## src/rtl/mem_access_pkg.sv

```systemverilog
// mem_access_pkg: shared encodings for the memory stage (data types, FSM states,
// bus widths, register-file constants).
package mem_access_pkg;
    localparam int BUS_W = 32;
    localparam int BE_W  = BUS_W / 8;
    localparam logic [4:0] REG_ZERO     = 5'd0;
    localparam logic       WRITE_ENABLE = 1'b1;

    typedef enum logic [2:0] {
        DT_NONE   = 3'd0,
        DT_BYTE   = 3'd1,
        DT_HALF   = 3'd2,
        DT_WORD   = 3'd3,
        DT_BYTE_U = 3'd4,
        DT_HALF_U = 3'd5
    } data_type_e;

    typedef enum logic [1:0] {
        S_IDLE = 2'd0,
        S_RD   = 2'd1,
        S_WR   = 2'd2
    } state_e;

    function automatic logic is_byte(input logic [2:0] t);
        return t == DT_BYTE || t == DT_BYTE_U;
    endfunction

    function automatic logic is_half(input logic [2:0] t);
        return t == DT_HALF || t == DT_HALF_U;
    endfunction
endpackage

```

## src/rtl/mem_access_lane_align.sv

```systemverilog
// mem_lane_align: combinational lane logic -- load lane select with sign/zero extension,
// store lane replication, merge into a read word, and byte-enable generation.
module mem_lane_align
    import mem_access_pkg::*;
(
    input  logic [2:0]       data_type_i,
    input  logic [1:0]       addr_lo_i,
    input  logic [BUS_W-1:0] rdata_i,
    input  logic [BUS_W-1:0] sdata_i,
    output logic [BUS_W-1:0] load_o,
    output logic [BUS_W-1:0] merge_o,
    output logic [BUS_W-1:0] rep_o,
    output logic [BE_W-1:0]  be_o
);
    logic [7:0]       b;
    logic [15:0]      h;
    logic [BUS_W-1:0] mask;

    always_comb begin
        b = rdata_i[{addr_lo_i, 3'b000} +: 8];
        h = rdata_i[{addr_lo_i[1], 4'b0000} +: 16];
        load_o = data_type_i == DT_BYTE   ? {{24{b[7]}}, b} :
                 data_type_i == DT_BYTE_U ? {24'b0, b} :
                 data_type_i == DT_HALF   ? {{16{h[15]}}, h} :
                 data_type_i == DT_HALF_U ? {16'b0, h} : rdata_i;
        be_o = is_byte(data_type_i) ? 4'b0001 << addr_lo_i :
               is_half(data_type_i) ? 4'b0011 << {addr_lo_i[1], 1'b0} : 4'hF;
        rep_o = is_byte(data_type_i) ? {4{sdata_i[7:0]}} :
                is_half(data_type_i) ? {2{sdata_i[15:0]}} : sdata_i;
        mask = {{8{be_o[3]}}, {8{be_o[2]}}, {8{be_o[1]}}, {8{be_o[0]}}};
        merge_o = (rep_o & mask) | (rdata_i & ~mask);
    end
endmodule

```

## src/rtl/mem_access.sv

```systemverilog
// mem_access: memory stage -- bus req/ack FSM, load alignment/extension, registered writeback.
// Define MEM_ACCESS_BYTE_STROBE_EN to issue sub-word stores with byte enables instead of read-modify-write.
module mem_access
    import mem_access_pkg::*;
#(
    parameter int DATA_W      = 32,
    parameter int ADDR_W      = 32,
    parameter int ACK_TIMEOUT = 255
) (
    input  logic              clk,
    input  logic              rst_n,
    input  logic              valid_i,
    input  logic              flush_i,
    input  logic              ex_w_reg_enable_i,
    input  logic              mem_w_reg_enable_i,
    input  logic [4:0]        w_reg_addr_i,
    input  logic [DATA_W-1:0] ex_w_reg_data_i,
    input  logic              r_mem_enable_i,
    input  logic [ADDR_W-1:0] r_mem_addr_i,
    input  logic              w_mem_enable_i,
    input  logic [ADDR_W-1:0] w_mem_addr_i,
    input  logic [DATA_W-1:0] w_mem_data_i,
    input  logic [2:0]        data_type_i,
    output logic              stall_o,
    output logic              bus_req_o,
    output logic              bus_we_o,
    output logic [ADDR_W-1:0] bus_addr_o,
    output logic [DATA_W-1:0] bus_wdata_o,
    output logic [3:0]        bus_be_o,
    input  logic              bus_ack_i,
    input  logic [DATA_W-1:0] bus_rdata_i,
    output logic              wb_w_reg_enable_o,
    output logic [4:0]        wb_w_reg_addr_o,
    output logic [DATA_W-1:0] wb_w_reg_data_o,
    output logic              misalign_o,
    output logic              bus_err_o
);
`ifdef MEM_ACCESS_BYTE_STROBE_EN
    localparam bit STROBE = 1'b1;
`else
    localparam bit STROBE = 1'b0;
`endif
    localparam int CNT_W = ACK_TIMEOUT > 1 ? $clog2(ACK_TIMEOUT + 1) : 1;

    state_e            state_q, state_d;
    logic [ADDR_W-1:0] addr_q, addr_d;
    logic [2:0]        type_q, type_d;
    logic [4:0]        rd_q, rd_d, wb_addr_q, wb_addr_d;
    logic              wen_q, wen_d, rmw_q, rmw_d;
    logic [DATA_W-1:0] wdata_q, wdata_d, wb_data_q, wb_data_d;
    logic [CNT_W-1:0]  cnt_q, cnt_d;
    logic              wb_en_q, wb_en_d, mis_q, mis_d, err_q, err_d;

    logic              idle, ld, st, mis, direct;
    logic [ADDR_W-1:0] mem_addr;
    logic [2:0]        lane_type;
    logic [1:0]        lane_lo;
    logic [DATA_W-1:0] lane_sdata, lane_load, lane_merge, lane_rep;
    logic [3:0]        lane_be;

    assign idle     = state_q == S_IDLE;
    assign ld       = r_mem_enable_i && !w_mem_enable_i;
    assign st       = w_mem_enable_i;
    assign mem_addr = st ? w_mem_addr_i : r_mem_addr_i;
    assign mis      = (ld || st) && ((is_half(data_type_i) && mem_addr[0]) ||
                      (data_type_i == DT_WORD && mem_addr[1:0] != 2'b00));
    assign direct   = STROBE || !(is_byte(data_type_i) || is_half(data_type_i));

    // In IDLE the lanes see the incoming request; in RD/WR they see the captured one.
    assign lane_type  = idle ? data_type_i : type_q;
    assign lane_lo    = idle ? mem_addr[1:0] : addr_q[1:0];
    assign lane_sdata = idle ? w_mem_data_i : wdata_q;

    mem_lane_align u_lane (
        .data_type_i (lane_type),
        .addr_lo_i   (lane_lo),
        .rdata_i     (bus_rdata_i),
        .sdata_i     (lane_sdata),
        .load_o      (lane_load),
        .merge_o     (lane_merge),
        .rep_o       (lane_rep),
        .be_o        (lane_be)
    );

    always_comb begin
        state_d   = state_q;
        addr_d    = addr_q;
        type_d    = type_q;
        rd_d      = rd_q;
        wen_d     = wen_q;
        rmw_d     = rmw_q;
        wdata_d   = wdata_q;
        cnt_d     = cnt_q;
        wb_en_d   = 1'b0;
        wb_addr_d = REG_ZERO;
        wb_data_d = '0;
        mis_d     = 1'b0;
        err_d     = 1'b0;
        if (idle) begin
            cnt_d = '0;
            if (valid_i && !flush_i) begin
                if (mis) begin
                    mis_d = 1'b1;
                end else if (ld || st) begin
                    addr_d  = mem_addr;
                    type_d  = data_type_i;
                    rd_d    = w_reg_addr_i;
                    wen_d   = ld && mem_w_reg_enable_i;
                    rmw_d   = st && !direct;
                    wdata_d = direct ? lane_rep : w_mem_data_i;
                    state_d = (st && direct) ? S_WR : S_RD;
                end else begin
                    wb_en_d   = (ex_w_reg_enable_i == WRITE_ENABLE) && w_reg_addr_i != REG_ZERO;
                    wb_addr_d = wb_en_d ? w_reg_addr_i : REG_ZERO;
                    wb_data_d = wb_en_d ? ex_w_reg_data_i : '0;
                end
            end
        end else if (bus_ack_i) begin
            cnt_d = '0;
            if (state_q == S_WR) begin
                state_d = S_IDLE;
            end else if (rmw_q) begin
                state_d = S_WR;
                wdata_d = lane_merge;
            end else begin
                state_d   = S_IDLE;
                wb_en_d   = (wen_q == WRITE_ENABLE) && rd_q != REG_ZERO;
                wb_addr_d = wb_en_d ? rd_q : REG_ZERO;
                wb_data_d = wb_en_d ? lane_load : '0;
            end
        end else if (ACK_TIMEOUT != 0 && cnt_q == CNT_W'(ACK_TIMEOUT - 1)) begin
            state_d = S_IDLE;
            cnt_d   = '0;
            err_d   = 1'b1;
        end else begin
            cnt_d = cnt_q + 1'b1;
        end
    end

    always_ff @(posedge clk or negedge rst_n) begin
        if (!rst_n) begin
            state_q   <= S_IDLE;
            addr_q    <= '0;
            type_q    <= '0;
            rd_q      <= '0;
            wen_q     <= 1'b0;
            rmw_q     <= 1'b0;
            wdata_q   <= '0;
            cnt_q     <= '0;
            wb_en_q   <= 1'b0;
            wb_addr_q <= '0;
            wb_data_q <= '0;
            mis_q     <= 1'b0;
            err_q     <= 1'b0;
        end else begin
            state_q   <= state_d;
            addr_q    <= addr_d;
            type_q    <= type_d;
            rd_q      <= rd_d;
            wen_q     <= wen_d;
            rmw_q     <= rmw_d;
            wdata_q   <= wdata_d;
            cnt_q     <= cnt_d;
            wb_en_q   <= wb_en_d;
            wb_addr_q <= wb_addr_d;
            wb_data_q <= wb_data_d;
            mis_q     <= mis_d;
            err_q     <= err_d;
        end
    end

    assign stall_o           = !idle;
    assign bus_req_o         = !idle;
    assign bus_we_o          = state_q == S_WR;
    assign bus_addr_o        = idle ? '0 : {addr_q[ADDR_W-1:2], 2'b00};
    assign bus_wdata_o       = bus_we_o ? wdata_q : '0;
    assign bus_be_o          = idle ? 4'h0 : (STROBE && bus_we_o) ? lane_be : 4'hF;
    assign wb_w_reg_enable_o = wb_en_q;
    assign wb_w_reg_addr_o   = wb_addr_q;
    assign wb_w_reg_data_o   = wb_data_q;
    assign misalign_o        = mis_q;
    assign bus_err_o         = err_q;
endmodule
```

## config.mk

```make
export PLATFORM = sky130hd
export DESIGN_NAME = mem_access
export DESIGN_NICKNAME = d
export VERILOG_FILES = /design/src/rtl/mem_access_pkg.sv /design/src/rtl/mem_access_lane_align.sv /design/src/rtl/mem_access.sv
export SDC_FILE = /design/constraint.sdc
export NUM_CORES = 1
export LEC_CHECK = 0
export CORE_MARGIN = 8
export CORE_UTILIZATION = 42
export CTS_CLUSTER_SIZE = 8
export DETAILED_ROUTE_END_ITERATION = 10
export PLACE_DENSITY = 0.78
export SKIP_CTS_REPAIR_TIMING = 1
export SKIP_LAST_GASP = 1
export SLEW_MARGIN = 20
export SYNTH_ARGS = -nofsm -noshare
export SYNTH_HDL_FRONTEND = slang
export SYNTH_SLANG_ARGS = --single-unit
```

## constraint.sdc

```tcl
create_clock -name clk -period 2.55 [get_ports clk]
set_clock_uncertainty 0.2 [all_clocks]
set_input_delay 0.6375 -clock clk [delete_from_list [all_inputs] [get_ports clk]]
set_output_delay 0.6375 -clock clk [all_outputs]
set_load 0.02 [all_outputs]
```

==> flow_summary_export.csv <==
group,metric,value,unit
worst_hold_path,hp-start,"addr_q[6]",
synthesis,synth_cell_types,71,
global_routing,grt_pass1_vias,9193,
synthesis,synth-seq-cells,124,
synthesis,ys_seq_area_share,37.1,%
detailed_routing,first_iter_violations,865,
placed_design,port_buffers,285,
cells_and_area,layout-drive-gt1-share,20.9,%
detailed_routing,routed-wl-met3,3.42,mm
detailed_routing,detail-route-antenna-nets,0,
synthesis,synth_ff_type,"dfrtp_1",
worst_setup_path,worstPathRequired,2650,ps
detailed_routing,drc,0,
synthesis,async_flop_share,100,%
sta,worst_pin_slew,559,ps
placed_design,dp.cells,1524,
cells_and_area,fin_area,0.0133,mm^2
worst_setup_path,worstPathArrival,2690,ps
clocking,clk_pin_slew_worst_paths,60,ps
die,die_y,157,um
cells_and_area,final_core_util,67.9,%
synthesis,synth_area_leader_cell,"dfrtp_1",
cells_and_area,nFillCells,1568,
detailed_routing,viasPerCell,5.81,
clocking,h-tree-depth,4,
synthesis,yosys_warnings,0,
synthesis,synth-edff-count,0,
die,ios,288,
worst_setup_path,crit_path_start_kind,"flip-flop",
cells_and_area,nets,1464,
die,fp.dieArea,0.0247,mm^2
sta,max_freq,0.386,GHz
global_routing,grt_usage,26.8,%
worst_setup_path,crit_path_start,"state_q[1]",
cells_and_area,area_growth,58.5,%
detailed_routing,top_layer,"met5",
sta,layout_setup_ws,-40.0,ps
detailed_routing,met1_length,13.2,mm
clocking,cts_root_buf,"clkbuf_16",
worst_setup_path,end_kind,"flip-flop",
synthesis,syn_inst,927,
worst_setup_path,worst-path-max-fanout,8,
sta,final_hold_viol_count,0,
clocking,clock_latency,420,ps
placed_design,place.gp.congestion,1.02,
global_routing,grt_overflow,0,
synthesis,yosys-top-cells-area,"dfrtp_1 37%, mux2i_1 6.8%, and2_1 4.7%",
pwr,cellLeakagePower,0.00643,uW
sta,slew_headroom,62.6,%
sta,rsz0062_at_grt,"yes",
detailed_routing,via_count,9073,
global_routing,grt_max_degree,42,
sta,finalSetupViolCount,12,
clocking,cts_tree,"done",
die,coreArea,0.0195,mm^2
sta,fin_crit_sh,102,%
die,dieWidth,157,um
clocking,cts_made_buffers,17,
sta,min_period,2590,ps
pwr,p_per_area,871,mW/mm^2
cells_and_area,fin_cells,1562,
synthesis,syn_area,0.00837,mm^2
worst_setup_path,critPathKind,"flip-flop to flip-flop",
synthesis,synth_top_area_share,37.1,%
global_routing,grt_pass1_wl,51.3,mm
cells_and_area,diodes,0,
synthesis,syn_avg_cell_area,9.03,um^2
run,cap_viol_max_count,0,
sta,slew_viol_final,0,
placed_design,dpl_cell_area,0.0124,mm^2
die,fp-row-count,51,
clocking,cts.path.max_buffers,2,
global_routing,antenna_found_initial,1,
placed_design,dpl.hpwl,26.7,mm
detailed_routing,routedWlPerCell,22.0,um
worst_hold_path,hold_path.class,"flip-flop to flip-flop",
status,status,"finished, violations left",
pwr,peakVddDrop,0.000622,V
die,initial_core_util,42.9,%
detailed_routing,dr.pass1.iters,6,
detailed_routing,met2WireLength,16.1,mm
worst_setup_path,regToRegStartpoint,"state_q[1]",
detailed_routing,drt-total-wl,34.3,mm
placed_design,pre_cts_slack,-777,ps
status,violations,"negative setup slack",
clocking,clkSinkCount,124,
-- worst max-delay path, cell delays in order, from the launching register on --
cell and delay, ps:
dfrtp_2 450, buf_6 150, or4b_4 540, o21a_4 160
a211oi_4 270, buf_12 180, mux2i_1 200, nor2_1 70
a221o_1 250
-- per-layer routing --
layer | vias to the layer above | track usage [%]
met1 | 4238 | 30.7
li1 | 4144 | -
met2 | 578 | 45.0
met3 | 111 | 8.20
met4 | 2 | 12.7
met5 | - | 0
-- final timing paths --
check	depth (start not counted)	slack [ps]	to
min reg2reg	2	270	addr_q[6]
max in group asynchronous	3	1050	wdata_q[2]
min in group asynchronous	2	510	addr_q[29]
max reg2reg	8	-40	wb_w_reg_data_o[0]
min	2	270	addr_q[6]
max	8	-40	wb_w_reg_data_o[0]
-- state kept, by name (all words and copies together), names as in the netlist, 2 cells and up --
signal,flops
addr_q,32
wb_w_reg_data_o,32
wdata_q,32
cnt_q,8
rd_q,5
wb_w_reg_addr_o,5
type_q,3
state_q,2
-- cells by family (layout without fill, tap and decap cells) --
family | after synthesis | in the layout | synth area share [%]
DFF | 124 | 124 | 37.1
xor gates and xnor gates | 11 | 11 | 1.15
muxes | 77 | 77 | 11.8
and+or+nand+nor | 348 | 349 | 21.5
buffers and inverters | 92 | 460 | 5.31
other | 1 | 2 | 0.0448
adders and majority gates | 2 | 2 | 0.299
AOI/OAI and AO/OA | 272 | 272 | 22.9
-- cell usage after synthesis, types with 5 or more instances --
cell type	count
xor2_1	7
nor2b_1	11
a22oi_1	10
buf_1	6
buf_2	25
nand2_1	99
nand3b_1	10
o221a_2	8
mux2i_1	57
a22o_1	13
inv_1	5
nor3_1	12
a21oi_1	53
clkbuf_1	40
buf_4	10
nor3b_1	8
a21boi_0	9
dfrtp_1	124
mux4_2	15
a31oi_1	17
nor2_1	50
o211ai_1	24
a211oi_1	9
o21ai_0	62
nand3_1	35
o221a_1	8
a221o_1	8
o311ai_0	16
and3_1	20
or3_1	20
and2_1	63
o221ai_1	9
-- cell usage in the layout, fill, tap and decap left out, drive strengths merged, types with 9 or more instances in the layout --
| cell type | count |
|---|---|
| a22o | 13 |
| mux2i | 57 |
| o221ai | 9 |
| o311ai | 16 |
| clkdlybuf4s50 | 207 |
| and2 | 64 |
| dlymetal6s2s | 54 |
| a22oi | 10 |
| and3 | 20 |
| nor3 | 12 |
| o21ai | 67 |
| a31oi | 18 |
| buf | 141 |
| nand3b | 10 |
| or3 | 20 |
| clkbuf | 36 |
| nor2b | 11 |
| dfrtp | 124 |
| a21oi | 53 |
| o211ai | 24 |
| a211oi | 10 |
| mux4 | 16 |
| nand3 | 35 |
| o221a | 16 |
| nor2 | 53 |
| a21boi | 10 |
| nand2 | 100 |
-- report_power, final --
part           internal [uW]  switching (uW)
logic                   2800            3080
registers               2540             533
clock network           1640             960
-- final cells by class --
class                   count  area (um^2)  share of cell area, %
flip-flops and latches    124         3110                   23.4
clock buffers              17          425                   3.21
repair buffers            422         4160                   31.3
multi-input cells         713         5020                   37.8
inverters                   7         28.8                  0.217
well taps                 265          332                   2.50
clock inverters            14          195                   1.47
-- metrics by stage --
step	hold slack, ps	power [uW]	setup TNS (ps)
finish	270	11500	-183
global route	296	12200	-2620
CTS	-30.3	11300	-36680
detailed placement	262	8710	-59020
global placement	251	8600	-53160
floorplan	142	6270	-2950
(Power assumes the default switching activity.)
